### config.mk
export PLATFORM = sky130hd
export DESIGN_NAME = enc_8to3_sync
export DESIGN_NICKNAME = d
export VERILOG_FILES = /design/src/rtl/enc_pkg.sv /design/src/rtl/debounce_vec.sv /design/src/rtl/enc_8to3_sync.sv
export SDC_FILE = /design/constraint.sdc
export NUM_CORES = 1
export LEC_CHECK = 0
export BUFFER_PORTS_ARGS = -buffer_cell sky130_fd_sc_hd__buf_2
export CAP_MARGIN = 5
export CORE_MARGIN = 8
export CORE_UTILIZATION = 40
export CTS_CLUSTER_DIAMETER = 80
export DETAILED_ROUTE_END_ITERATION = 8
export PLACE_DENSITY = 0.66
export SLEW_MARGIN = 20
export SYNTH_ARGS = -nofsm -noshare
export SYNTH_HDL_FRONTEND = slang
export SYNTH_SLANG_ARGS = --single-unit
### constraint.sdc
create_clock -name clk -period 2.7 [get_ports clk]
set_clock_uncertainty 0.2 [all_clocks]
set_input_delay 0.54 -clock clk [delete_from_list [all_inputs] [get_ports clk]]
set_output_delay 0.54 -clock clk [all_outputs]
set_load 0.05 [all_outputs]
### src/rtl/enc_pkg.sv
// Shared types and helpers for the synchronised 8-to-3 priority encoder.
// Holds the debouncer state encoding and the combinational encoder.
package enc_pkg;

  localparam int N_IN               = 8;
  localparam int CODE_W             = 3;
  localparam int DEB_CYCLES_DEFAULT = 1000000;

  typedef enum logic {
    DEB_STABLE,
    DEB_COUNT
  } deb_state_t;

  // Returns {valid, code}; ascending scan lets the highest set bit win.
  function automatic logic [CODE_W:0] prio_enc8(
    input logic [N_IN-1:0] v
  );
    logic [CODE_W:0] r;
    r = '0;
    for (int i = 0; i < N_IN; i++) begin
      if (v[i]) r = {1'b1, i[CODE_W-1:0]};
    end
    return r;
  endfunction

endpackage

### src/rtl/debounce_vec.sv
// Two-flop synchroniser plus whole-vector debouncer.
// stable_vec only follows q2 after DEB_CYCLES quiet cycles.
module debounce_vec #(
  parameter int N_IN       = 8,
  parameter int DEB_CYCLES = 1000000,
  parameter int CNT_W      = 20
) (
  input  logic            clk,
  input  logic            rst_n,
  input  logic [N_IN-1:0] in_raw,
  output logic [N_IN-1:0] stable_vec
);

  import enc_pkg::*;

  localparam logic [CNT_W-1:0] LAST = CNT_W'(DEB_CYCLES - 1);

  logic [N_IN-1:0]  q1, q2;
  logic [N_IN-1:0]  cand_q, cand_d;
  logic [N_IN-1:0]  stab_d;
  logic [CNT_W-1:0] cnt_q, cnt_d;
  deb_state_t       state_q, state_d;

  always_ff @(posedge clk) begin
    if (!rst_n) begin
      q1         <= '0;
      q2         <= '0;
      cand_q     <= '0;
      cnt_q      <= '0;
      stable_vec <= '0;
      state_q    <= DEB_STABLE;
    end else begin
      q1         <= in_raw;
      q2         <= q1;
      cand_q     <= cand_d;
      cnt_q      <= cnt_d;
      stable_vec <= stab_d;
      state_q    <= state_d;
    end
  end

  always_comb begin
    state_d = state_q;
    cand_d  = cand_q;
    cnt_d   = cnt_q;
    stab_d  = stable_vec;
    unique case (state_q)
      DEB_STABLE: begin
        if (q2 != cand_q) begin
          cand_d  = q2;
          cnt_d   = '0;
          state_d = DEB_COUNT;
        end
      end
      DEB_COUNT: begin
        // Any movement restarts the quiet period.
        if (q2 != cand_q) begin
          cand_d = q2;
          cnt_d  = '0;
        end else if (cnt_q == LAST) begin
          stab_d  = cand_q;
          state_d = DEB_STABLE;
        end else begin
          cnt_d = cnt_q + 1'b1;
        end
      end
      default: state_d = DEB_STABLE;
    endcase
  end

endmodule

### src/rtl/enc_8to3_sync.sv
// Registered 8-to-3 priority encoder on debounced board inputs,
// with a change pulse and a sticky event flag cleared by ack.
module enc_8to3_sync
  import enc_pkg::*;
#(
  parameter int DEB_CYCLES = DEB_CYCLES_DEFAULT,
  parameter int CNT_W      = 20
) (
  input  logic              clk,
  input  logic              rst_n,
  input  logic [N_IN-1:0]   in_raw,
  input  logic              ack,
  output logic [CODE_W-1:0] code,
  output logic              valid,
  output logic              evt,
  output logic              evt_pending,
  output logic [N_IN-1:0]   stable_vec
);

  logic [CODE_W:0] enc;
  logic            evt_d;

  debounce_vec #(
    .N_IN       (N_IN),
    .DEB_CYCLES (DEB_CYCLES),
    .CNT_W      (CNT_W)
  ) u_deb (
    .clk        (clk),
    .rst_n      (rst_n),
    .in_raw     (in_raw),
    .stable_vec (stable_vec)
  );

  assign enc   = prio_enc8(stable_vec);
  assign evt_d = (enc != {valid, code});

  always_ff @(posedge clk) begin
    if (!rst_n) begin
      code        <= '0;
      valid       <= 1'b0;
      evt         <= 1'b0;
      evt_pending <= 1'b0;
    end else begin
      code        <= enc[CODE_W-1:0];
      valid       <= enc[CODE_W];
      evt         <= evt_d;
      // An ack coinciding with a fresh event must not drop it.
      evt_pending <= evt_d | (evt_pending & ~(ack & ~evt));
    end
  end

endmodule

== After elaboration in Yosys (flattened, before gate mapping) ==
Cells that the tools add are included.

* Register bits: 59
* Output and inout bits: 14
* Word-level logic and storage cells: 42

* Add/sub/neg operators: 1
* Equal/unequal tests: 5
* Multiplexer cells: 17
* Bitwise logic cells: 7
* Reductions and logical operators: 2

{| class="wikitable"
|+ Operators with widths
! cell !! count
|-
| 2-to-1 mux 20 bit || 3
|-
| one-hot mux 20 bit (2 select lines) || 1
|-
| 2-to-1 mux 4 bit || 8
|-
| adder 20 x 1 -> 20 bit (second input constant) || 1
|-
| == test 20 bit (second input constant) || 1
|-
| 2-to-1 mux 8 bit || 1
|-
| != test 8 bit || 1
|-
| != test 4 bit || 1
|-
| NOT 1 bit || 4
|-
| 2-to-1 mux 1 bit || 3
|-
| != test 3 bit (second input constant) || 1
|-
| AND reduction 3 bit || 1
|-
| AND 1 bit || 2
|-
| != test 2 x 1 -> 1 bit (second input constant) || 1
|-
| one-hot mux 1 bit (2 select lines) || 1
|-
| AND reduction 2 bit || 1
|-
| bitwise OR 1 bit || 1
|}

== Logic depth before layout (Yosys ltp) ==
* Word-level depth: 10
* Depth in mapped cells: 7

== By module ==
A second synthesis with hierarchy kept.

* Cell total of the unflattened synthesis: 253
* Area, all modules: 2,439.8 µm²

{| class="wikitable"
|+ Modules (own cells, without submodules)
! module !! instances !! cells each !! area each (µm²) !! seq. area each (µm²)
|-
| debounce_vec || 1 || 217 || 2,103.3 || 1,061.0
|-
| enc_8to3_sync || 1 || 36 || 336.6 || 120.1
|}

== Worst setup path after synthesis ==
OpenSTA, ideal clock, no wires.

* Kind: flip-flop to flip-flop
* From: reg u_deb.stable_vec[7]
* To: reg evt_pending
* Library setup time: 0.120 ns
* Arrival: 1.565 ns
* Required time: 2.380 ns
* Path slack: 0.815 ns
* Cell stages (with the launch flop): 5
* Cells stage by stage: dfxtp_1 nor4_1 nor3b_1 o21ai_1 o31a_1

* Longest elaborated chain between the ends: 3

{| class="wikitable"
|+ RTL lines
! element !! line !! RTL
|-
| start: declaration || debounce_vec.sv:11 || <nowiki>output logic [N_IN-1:0] stable_vec</nowiki>
|-
| start signal: assignment || debounce_vec.sv:37 || <nowiki>stable_vec <= stab_d;</nowiki>
|-
| 2-to-1 mux 4 bit || enc_pkg.sv:21 || <nowiki>if (v[i]) r = {1'b1, i[CODE_W-1:0]};</nowiki>
|-
| != test 4 bit || enc_8to3_sync.sv:35 || <nowiki>assign evt_d = (enc != {valid, code});</nowiki>
|-
| bitwise OR 1 bit || enc_8to3_sync.sv:48 || <nowiki>evt_pending <= evt_d | (evt_pending & ~(ack & ~evt));</nowiki>
|-
| end signal: assignment || enc_8to3_sync.sv:48 ||
|-
| end: declaration || enc_8to3_sync.sv:16 || <nowiki>output logic evt_pending,</nowiki>
|}

Every way passes these cells.
A chain may end at the register's enable or synchronous reset.

== Final worst setup path ==
* From: reg u_deb.cnt_q[10]
* To: reg u_deb.stable_vec[0]

* Longest elaborated chain between the ends: 2

{| class="wikitable"
|+ RTL lines
! element !! line !! RTL
|-
| start: declaration || debounce_vec.sv:21 || <nowiki>logic [CNT_W-1:0] cnt_q, cnt_d;</nowiki>
|-
| start signal: assignment || debounce_vec.sv:36 || <nowiki>cnt_q <= cnt_d;</nowiki>
|-
| == test 20 bit || debounce_vec.sv:60 || <nowiki>end else if (cnt_q == LAST) begin</nowiki>
|-
| AND reduction 3 bit (no source line) || n/a ||
|}

Every way passes these cells.

==> flow_summary.toml <==
[run_status]
status = "finished, final reports clean"

[floorplanning]
coreArea_um2 = 5816
die_x_um = 92.93
die_h_um = 92.93
ios = 25
row_count = 28
die-area_um2 = 8636
start_util = 0.4071

[placed_design]
dp_hpwl_mm = 3.042
dp.cells = 346
gp_congestion = 0.8137
place_area_um2 = 2546
portBuffers = 24

[clocking]
cts_root_buf = "clkbuf_8"
cts_buffers = 9
ctsHtreeMaxLevel = 3
path_clk_slew_ns = 0.07
cts.sinks = 59
ctsHoldBuffers = 0
cts_tree = "done"
cts_setup_buffers = 0
clk_path_buf_depth = 2
cts.repair.resized = 0
clk_latency_ns = 0.33

[job]
cap_viol_max_count = 0

[finish]
diodes = 0
mostFrequentLayoutCells = "59 x dfxtp_1, 29 x nor2_1, 27 x and2_1"
final_nets = 294
syn_to_final_growth_pct = 16.07
final_cells = 362
fillers = 592
fin_area_um2 = 2748
drive_above_1_share = 0.1707
final_common_cell = "dfxtp_1"

[global_route]
grt_pass1_wl_mm = 7.279
grt_max_degree = 21
grt_pass1_vias = 1622
grt_use_total = 0.1054
grt_remaining_overflow = 0
antenna_found_initial = 0

[sta]
finalSetupTns_ns = 0
slew_viol_final = 0
maxSlewHeadroom = 0.5653
rsz0062_at_grt = "false"
min_period_ns = 2.216
fmax_mhz = 451.2
setup_viol = 0
fin_crit_sh = 0.8209
worst_slew_pin_slew_ns = 0.6520
report.final.hold_viol_count = 0

[worst_setup_path]
critPathMaxStageDelay_ns = 0.49
crit_slowest_cell = "nor4_1"
cp_data_required_time_ns = 2.71
rr_startpoint = "u_deb.cnt_q[10]$_SDFFE_PN0P_"
path_cells = "nor4_1 -> nand4_2 -> or2_0 -> o21ai_1 -> a21oi_1"
cp-start-kind = "flop"
cp-end-kind = "flop"
crit_type = "flop to flop"
cp.arrival_ns = 2.22
cp-startpoint = "u_deb.cnt_q[10]$_SDFFE_PN0P_"
crit_fanout = 10

[synth]
ys_seq_area_frac = 0.4989
avgSynthCellArea_um2 = 9.283
synth_top_area_share = 0.4989
ys_ff_latch = 59
synth.cell_area_um2 = 2367
yosys_warnings = 0
synth_cells = 255
synth_largest_area_cell = "dfxtp_1"
synth-async-reset-ratio = 0
synth_area_leaders = "dfxtp_1 50%, and2_1 7.1%, xor2_1 5.5%, xnor2_1 5.2%, nor2_1 4.6%"
synth-edff-count = 0
ys.flop_type = "dfxtp_1"
yosys.cell_types.count = 38
syn-num-nets = 267

[detailed_routing]
route.final.wire_length_mm = 4.325
drt-wirelength-per-cell_um = 11.95
drt_pass1_iterations = 4
drc = 0
via_count = 1751
ant_nets = 0
viasPerCell = 4.837
drtIter0Drc = 91

[worst_hold_path]
hold_class = "input port to flop"
hold_start = "in_raw[3]"

[power_and_ir_drop]
pwr_density_cell_nw_per_um2 = 638.9
vdd_drop_max_mv = 0.5123
total_leakage_power_nw = 1.025
## critical path, delay by kind of cell (launching register included)
family | cells | cell delay [ns]
AND/OR/NAND/NOR | 3 | 1.20
flip-flops | 1 | 0.36
AO/OA/AOI/OAI | 2 | 0.34
## layer usage
layer | share of wire | GRT usage | vias up | wire length [um]
li1 | - | - | 924 | -
met1 | 0.47 | 0.1149 | 802 | 2047
met2 | 0.49 | 0.1716 | 23 | 2099
met3 | 0.034 | 0.05259 | 2 | 148
met4 | 0.0067 | 0.04027 | 0 | 29
met5 | 0 | 0 | - | 0
## report_power, final
| group | internal (W) | leakage, nW | switching (W) |
|---|---|---|---|
| clock network | 0.000431 | 0.0998 | 0.000362 |
| registers | 0.000887 | 0.480 | 0.0000101 |
| logic | 0.0000275 | 0.445 | 0.0000380 |
## sequential cells by signal, indices dropped and copies added, names as in the netlist
name              flops
u_deb.q1              8
u_deb.stable_vec      8
evt                   1
u_deb.cand_q          8
u_deb.cnt_q          20
valid                 1
u_deb.state_q         1
evt_pending           1
code                  3
u_deb.q2              8
## path summary, 6_finish.rpt
check | end | slack [ns] | cells after the start
setup / recovery | u_deb.stable_vec[0]$_SDFFE_PN0P_ | 0.48 | 5
hold / removal | u_deb.q1[3]$_SDFF_PN0_ | 0.21 | 2
setup reg to reg | u_deb.stable_vec[0]$_SDFFE_PN0P_ | 0.48 | 5
hold reg to reg | u_deb.q2[0]$_SDFF_PN0_ | 0.23 | 1
## synth_stat cells (all sizes together), types with 2 or more instances
library cell / count
and2: 27
nor3: 5
nand2: 12
xnor2: 14
nand3: 14
a21oi: 14
o21ai: 15
inv: 6
nor4: 6
or2: 2
buf: 4
dfxtp: 59
clkbuf: 6
nor2: 29
nand4: 11
xor2: 15
and3: 3
## metrics by stage
| step | power (W) | util | worst slack [ns] | hold WS [ns] |
|---|---|---|---|---|
| 2_1_floorplan | 0.0009659 | - | 0.8155 | 0.2119 |
| 3_3_place_gp | 0.0009827 | 0.4378 | 0.5797 | 0.2143 |
| 3_5_place_dp | 0.0009837 | 0.4378 | 0.5024 | 0.2177 |
| 4_1_cts | 0.001784 | 0.4725 | 0.4843 | 0.1913 |
| 5_1_grt | 0.001839 | 0.4725 | 0.3275 | 0.1794 |
| 6_report | 0.001755 | 0.4725 | 0.4835 | 0.2080 |
## final cells by class
| type | instances | area (um2) | share of cell area |
|---|---|---|---|
| inverter | 6 | 22.52 | 0.008197 |
| clock inverter | 7 | 77.57 | 0.02823 |
| clock buffer | 9 | 123.9 | 0.04508 |
| multi-input combinational | 180 | 1114 | 0.4053 |
| sequential | 59 | 1181 | 0.4299 |
| tap | 75 | 93.84 | 0.03415 |
| timing repair buffer | 26 | 135.1 | 0.04918 |
## kinds of logic (layout without fill, tap and decap cells)
group	Yosys count	after routing	synth area share
AND/OR/NAND/NOR	115	115	0.2748
flip-flops	59	59	0.4989
AO/OA/AOI/OAI	35	35	0.08299
XOR/XNOR	29	29	0.1073
buffers and inverters	16	48	0.03065
adder cells (fa/ha/maj)	1	1	0.005285
Note: power is estimated with default switching activity, not from simulation.
